## config.mk

```make
export PLATFORM = sky130hd
export DESIGN_NAME = acorn_init_engine
export DESIGN_NICKNAME = d
export VERILOG_FILES = /design/src/rtl/acorn_pkg.sv /design/src/rtl/acorn_step.sv /design/src/rtl/acorn_init_engine.sv
export SDC_FILE = /design/constraint.sdc
export NUM_CORES = 1
export LEC_CHECK = 0
export CAP_MARGIN = 20
export CORE_UTILIZATION = 25
export CTS_BUF_LIST = sky130_fd_sc_hd__clkbuf_4 sky130_fd_sc_hd__clkbuf_8
export DETAILED_ROUTE_END_ITERATION = 8
export SYNTH_ARGS = -nofsm -noshare
export SYNTH_HDL_FRONTEND = slang
export SYNTH_HIERARCHICAL = 1
export SYNTH_SLANG_ARGS = --single-unit
```

## constraint.sdc

```tcl
create_clock -name clk -period 4.5 [get_ports clk]
set_input_delay 0.9 -clock clk [delete_from_list [all_inputs] [get_ports clk]]
set_output_delay 0.9 -clock clk [all_outputs]
set_load 0.03 [all_outputs]
```

## src/rtl/acorn_pkg.sv

```systemverilog
// Shared definitions for the ACORN-128 initialization engine: state geometry,
// feedback tap positions, FSM encoding and the initialization message schedule.
package acorn_pkg;

   localparam int STATE_W        = 293;
   localparam int KEY_W          = 128;
   localparam int CNT_W          = 11;
   localparam int INIT_STEPS_DEF = 1792;

   // Tap positions of the six concatenated LFSRs that make up the state.
   localparam int TAP_0   = 0;
   localparam int TAP_23  = 23;
   localparam int TAP_60  = 60;
   localparam int TAP_61  = 61;
   localparam int TAP_66  = 66;
   localparam int TAP_107 = 107;
   localparam int TAP_111 = 111;
   localparam int TAP_154 = 154;
   localparam int TAP_160 = 160;
   localparam int TAP_193 = 193;
   localparam int TAP_196 = 196;
   localparam int TAP_230 = 230;
   localparam int TAP_235 = 235;
   localparam int TAP_244 = 244;
   localparam int TAP_289 = 289;

   typedef enum logic [1:0] {
      ST_IDLE = 2'd0,
      ST_RUN  = 2'd1,
      ST_DONE = 2'd2
   } acorn_fsm_e;

   // Step 256 is the single padding step that injects an inverted key bit.
   function automatic logic acorn_mbit(input logic [CNT_W-1:0] step,
                                       input logic [KEY_W-1:0] key,
                                       input logic [KEY_W-1:0] iv);
      logic bit_v;
      if (step < CNT_W'(128))
         bit_v = key[step[6:0]];
      else if (step < CNT_W'(256))
         bit_v = iv[step[6:0]];
      else if (step == CNT_W'(256))
         bit_v = ~key[0];
      else
         bit_v = key[step[6:0]];
      return bit_v;
   endfunction

endpackage

```

## src/rtl/acorn_step.sv

```systemverilog
// One combinational ACORN-128 state-update step: LFSR feedback, keystream bit,
// nonlinear feedback, then a one-position shift with the new bit entering at 292.
module acorn_step
   import acorn_pkg::*;
(
   input  logic [STATE_W-1:0] state_i,
   input  logic               mbit_i,
   input  logic               ca_i,
   input  logic               cb_i,
   output logic [STATE_W-1:0] state_o
);

   logic [STATE_W-1:0] w_s;
   logic               w_ks;
   logic               w_f;

   // The LFSR updates are ordered so each one reads its neighbour's old value.
   always_comb begin
      w_s          = state_i;
      w_s[TAP_289] = w_s[TAP_289] ^ w_s[TAP_235] ^ w_s[TAP_230];
      w_s[TAP_230] = w_s[TAP_230] ^ w_s[TAP_196] ^ w_s[TAP_193];
      w_s[TAP_193] = w_s[TAP_193] ^ w_s[TAP_160] ^ w_s[TAP_154];
      w_s[TAP_154] = w_s[TAP_154] ^ w_s[TAP_111] ^ w_s[TAP_107];
      w_s[TAP_107] = w_s[TAP_107] ^ w_s[TAP_66]  ^ w_s[TAP_61];
      w_s[TAP_61]  = w_s[TAP_61]  ^ w_s[TAP_23]  ^ w_s[TAP_0];

      w_ks = w_s[12] ^ w_s[TAP_154]
           ^ ((w_s[TAP_235] & w_s[TAP_61]) ^ (w_s[TAP_235] & w_s[TAP_193])
              ^ (w_s[TAP_61] & w_s[TAP_193]))
           ^ ((w_s[TAP_230] & w_s[TAP_111]) ^ (~w_s[TAP_230] & w_s[TAP_66]));

      w_f = w_s[TAP_0] ^ ~w_s[TAP_107]
          ^ ((w_s[TAP_244] & w_s[TAP_23]) ^ (w_s[TAP_244] & w_s[TAP_160])
             ^ (w_s[TAP_23] & w_s[TAP_160]))
          ^ (ca_i & w_s[TAP_196]) ^ (cb_i & w_ks) ^ mbit_i;

      state_o = {w_f, w_s[STATE_W-1:1]};
   end

endmodule

```

## src/rtl/acorn_init_engine.sv

```systemverilog
// ACORN-128 initialization engine: latches key/IV, runs INIT_STEPS state updates
// at UNROLL steps per clock, and offers the result over a valid/ready handshake.
module acorn_init_engine
   import acorn_pkg::*;
#(
   parameter int UNROLL     = 1,
   parameter int INIT_STEPS = INIT_STEPS_DEF
) (
   input  logic               clk,
   input  logic               rst_n,
   input  logic               start_i,
   input  logic [KEY_W-1:0]   key_i,
   input  logic [KEY_W-1:0]   iv_i,
   input  logic               abort_i,
   output logic               busy_o,
   output logic               state_valid_o,
   input  logic               state_ready_i,
   output logic [STATE_W-1:0] state_o
);

   if (!(UNROLL == 1 || UNROLL == 2 || UNROLL == 4 ||
         UNROLL == 8 || UNROLL == 16 || UNROLL == 32)) begin : g_bad_unroll
      $error("acorn_init_engine: UNROLL must be 1, 2, 4, 8, 16 or 32");
   end
   if ((INIT_STEPS % 128) != 0 || INIT_STEPS < 384 || INIT_STEPS >= 2048) begin : g_bad_steps
      $error("acorn_init_engine: INIT_STEPS must be a multiple of 128 in [384, 1920]");
   end

   localparam logic [CNT_W-1:0] LAST_CNT = CNT_W'(INIT_STEPS - UNROLL);
   localparam logic [CNT_W-1:0] CNT_INC  = CNT_W'(UNROLL);

   acorn_fsm_e         r_fsm;
   acorn_fsm_e         w_fsm_next;
   logic [CNT_W-1:0]   r_cnt;
   logic [STATE_W-1:0] r_state;
   logic [KEY_W-1:0]   r_key;
   logic [KEY_W-1:0]   r_iv;
   logic               w_load;
   logic               w_clear;
   logic               w_advance;

   logic [STATE_W-1:0] w_chain [UNROLL+1];
   logic               w_mbit  [UNROLL];

   assign w_chain[0] = r_state;

   for (genvar k = 0; k < UNROLL; k++) begin : g_step
      assign w_mbit[k] = acorn_mbit(r_cnt + CNT_W'(k), r_key, r_iv);

      acorn_step u_step (
         .state_i (w_chain[k]),
         .mbit_i  (w_mbit[k]),
         .ca_i    (1'b1),
         .cb_i    (1'b1),
         .state_o (w_chain[k+1])
      );
   end

   always_ff @(posedge clk or negedge rst_n) begin
      if (!rst_n)
         r_fsm <= ST_IDLE;
      else
         r_fsm <= w_fsm_next;
   end

   // Abort wins over completion; in DONE a start only counts alongside ready.
   always_comb begin
      w_fsm_next = r_fsm;
      w_load     = 1'b0;
      w_clear    = 1'b0;
      w_advance  = 1'b0;
      case (r_fsm)
         ST_IDLE: begin
            if (start_i) begin
               w_fsm_next = ST_RUN;
               w_load     = 1'b1;
            end
         end
         ST_RUN: begin
            if (abort_i) begin
               w_fsm_next = ST_IDLE;
               w_clear    = 1'b1;
            end else begin
               w_advance = 1'b1;
               if (r_cnt == LAST_CNT)
                  w_fsm_next = ST_DONE;
            end
         end
         ST_DONE: begin
            if (state_ready_i) begin
               if (start_i) begin
                  w_fsm_next = ST_RUN;
                  w_load     = 1'b1;
               end else begin
                  w_fsm_next = ST_IDLE;
               end
            end
         end
         default: w_fsm_next = ST_IDLE;
      endcase
   end

   always_ff @(posedge clk or negedge rst_n) begin
      if (!rst_n) begin
         r_cnt   <= '0;
         r_state <= '0;
         r_key   <= '0;
         r_iv    <= '0;
      end else if (w_load) begin
         r_cnt   <= '0;
         r_state <= '0;
         r_key   <= key_i;
         r_iv    <= iv_i;
      end else if (w_clear) begin
         r_cnt   <= '0;
         r_state <= '0;
      end else if (w_advance) begin
         r_cnt   <= r_cnt + CNT_INC;
         r_state <= w_chain[UNROLL];
      end
   end

   assign busy_o        = (r_fsm == ST_RUN);
   assign state_valid_o = (r_fsm == ST_DONE);
   assign state_o       = r_state;

endmodule
```

==> flow_metrics.tcl <==
set metrics [dict create \
    status "finished clean" \
    grt_pass1_vias 18270 \
    multi_input_area_um2 8192 \
    die_w_um 332.5 \
    postRouteWirelength_mm 81.96 \
    cp_data_arrival_time_ns 4.57 \
    critPathLaunchType "register" \
    placed_cells 3884 \
    areaGrowthSynthToFinish_pct 17.85 \
    combPwrFrac_pct 15.4 \
    yosys_most_used_dff "dfrtp_1" \
    syn-mean-instance-area_um2 10.43 \
    layout.cells.most_common_list "nand2_1 (789), dfrtp_1 (559), clkdlybuf4s50_1 (554), a22o_1 (297), clkbuf_8 (117)" \
    required_ns 5.15 \
    ys_ff_latch 562 \
    row_count 120 \
    ys_seq_area_share_pct 51.51 \
    power_leakage_nw 14.75 \
    power_density_nw_per_um2 403.6 \
    place_hpwl_mm 59.16 \
    post-place-ws_ns 0.5549 \
    peakVddDrop_mv 0.1913 \
    power.switching_w 0.003747 \
    seqCellArea_um2 14070 \
    crit_chain "buf_4 > mux4_2 > a22o_1 > a221oi_1 > nor3_1 > o311ai_1 > a32oi_1 > xor2_1 > xnor2_1 > xnor2_1 > xnor2_1 > xnor2_1 > a22o_1" \
    slew_headroom_pct 34.22 \
    ant_nets 0 \
    grt_pass1_wl_mm 122.4 \
    vias 18170 \
    route.detailed.drc 0 \
    cpPeakStageDelay_ns 0.66 \
    design_power_total_w 0.01299 \
    ys_async_sr_fraction_pct 100.0 \
    htree_levels 3 \
    post-cts-setup-buffers 0 \
    clockPowerShare_pct 38.7 \
    slowest_stage "dfrtp_2" \
    synth_edf_count 0 \
    setup-tns-final_ns 0 \
    numCtsBuffers 98 \
    fmax_mhz 254.5 \
    syn_inst 2618 \
    yosysUniqueCellTypes 62 \
    antenna_found_initial 16 \
    grt_max_degree 157 \
    fin_crit_ns 3.929 \
    wl_per_cell_um 20.20 \
    cp_max_fo 13 \
    sw_frac_of_total_pct 28.86 \
    grt_usage_pct 14.65 \
    postCtsHoldBufs 0 \
    worstMarginPinSlew_ns 0.9866 \
    min_path_type "in -> async" \
    rsz0062_at_grt "no" \
    synth.yosys.warnings 6 \
    slew_violations 0 \
    io_pins 556 \
    cts_max_path_buffers 3 \
    path_clk_slew_ns 0.07 \
    grt-ovfl-total 0 \
    first_pass_iters 5 \
    crit_type "reg -> reg" \
    core-area_um2 107700 \
    path_buf_inv 1 \
    seqPwrFrac_pct 45.9 \
    cap_viol_max_count 0 \
    die-area_um2 110500 \
    post_cts_resized 0 \
    hold_violations 0 \
    fillerInstances 11000 \
    cts_root_buf "clkbuf_8" \
    path_delay_family "compound AO/OA/AOI/OAI gates" \
    final-setup-viol-count 0 \
    cts_tree "built" \
    skew_ns 0.04548 \
    start_util_pct 25.36 \
    utilization_pct 29.89 \
    power.internal_w 0.009238 \
    drtIter0Drc 1573 \
    endpoint_kind "register" \
    ys_top_cells_by_area "dfrtp_1 (52%), buf_4 (16%), nand2_1 (11%), a22o_1 (9.5%), mux4_2 (4.5%)" \
    gp_congestion 0.8462 \
    nNetsFinal 2844 \
    netlist_area_um2 27300 \
    layout-drive-gt1-share_pct 10.63 \
    mostFrequentLayoutCell "nand2_1" \
    die_height_um 332.5 \
    fin_cells 4057 \
    clock_latency_ns 0.75 \
    setup_ws_ns 0.5706 \
    netlist.area_leader.share_pct 51.51 \
    period_share_pct 87.32 \
    via_per_inst 4.479 \
    yosysTopAreaCell "dfrtp_1" \
    portBuffers 555 \
    clock_sinks 562 \
    crit_path_frequent_cell "xnor2_1" \
]
[cells by family after synthesis]
kind of cell               Yosys count  share of synthesized area [%]
adders and majority gates            4                         0.1695
other                                1                        0.01374
DFF                                562                          51.51
buffers and inverters              738                          18.58
xor gates and xnor gates            17                         0.7562
AOI/OAI and AO/OA                  358                          11.14
and+or+nand+nor                    859                          12.25
muxes                               79                          5.582
[metrics by stage]
step / hold WS [ns] / instance area [um^2]
floorplan: 0.4373 / 27310
global placement: 0.4519 / 30080
detailed placement: 0.4600 / 30080
CTS: 0.1783 / 32170
global route: 0.2333 / 32180
finish: 0.2149 / 32180
[power by group through the flow]
stage / combinational (W) / clock [W] / sequential, W
after global routing: 0.00222 / 0.00542 / 0.00601
after floorplan: 0.00134 / 0 / 0.00579
after detailed placement: 0.00201 / 0 / 0.00604
after CTS: 0.00202 / 0.00522 / 0.00596
after global placement: 0.00198 / 0 / 0.00606
final: 0.00200 / 0.00502 / 0.00596
[worst paths after layout]
check	start	to	slack, ns	cells after the start
max	r_cnt[0]$_DFFE_PN0P_	state_o[292]$_DFFE_PN0P_	0.57	13
min in group clk	r_key[90]$_DFFE_PN0N_	r_key[90]$_DFFE_PN0N_	0.47	2
min reg2reg	r_key[90]$_DFFE_PN0N_	r_key[90]$_DFFE_PN0N_	0.47	2
min	rst_n	r_key[53]$_DFFE_PN0N_	0.21	1
max in group asynchronous	rst_n	state_o[289]$_DFFE_PN0P_	3.24	2
max reg2reg	r_cnt[0]$_DFFE_PN0P_	state_o[292]$_DFFE_PN0P_	0.57	13
[metal layers]
| layer | track usage, % | part of all wire, % | vias up |
|---|---|---|---|
| li1 | - | - | 8155 |
| met1 | 18.74 | 42 | 9153 |
| met2 | 23.07 | 47 | 707 |
| met3 | 4.612 | 8.0 | 143 |
| met4 | 5.378 | 2.9 | 14 |
| met5 | 0 | 0.12 | - |
[registers in the layout, summed over array words and instances, names as in the netlist]
name     cells
r_cnt       11
state_o    293
r_iv       128
r_fsm        2
r_key      128
[cell type report]
type	instances	share of cell area, %
Sequential cell	562	43.73
Multi-Input combinational cell	1320	25.46
Timing Repair Buffer	592	18.77
Clock buffer	151	5.798
Tap cell	1403	5.456
Clock inverter	21	0.7077
Inverter	7	0.08166
Antenna cell	1	0.007777
[cell usage after synthesis (4+ instances only)]
cell      instances
o22ai_1           5
mux2_2            7
buf_2            22
buf_4           583
xnor2_1          10
buf_6             8
nor2_1           15
inv_1             5
nor3_1            7
and3_1            7
nand2_1         789
o31ai_1           6
a21oi_1           4
o21ai_0          12
dfrtp_1         562
a22o_1          297
buf_1             9
clkbuf_1        107
a22oi_1           6
nand2b_1          6
mux4_2           54
mux2i_1          15
nor2b_1           9
nand3_1          16
No activity file was read; power rests on OpenSTA's default activity.
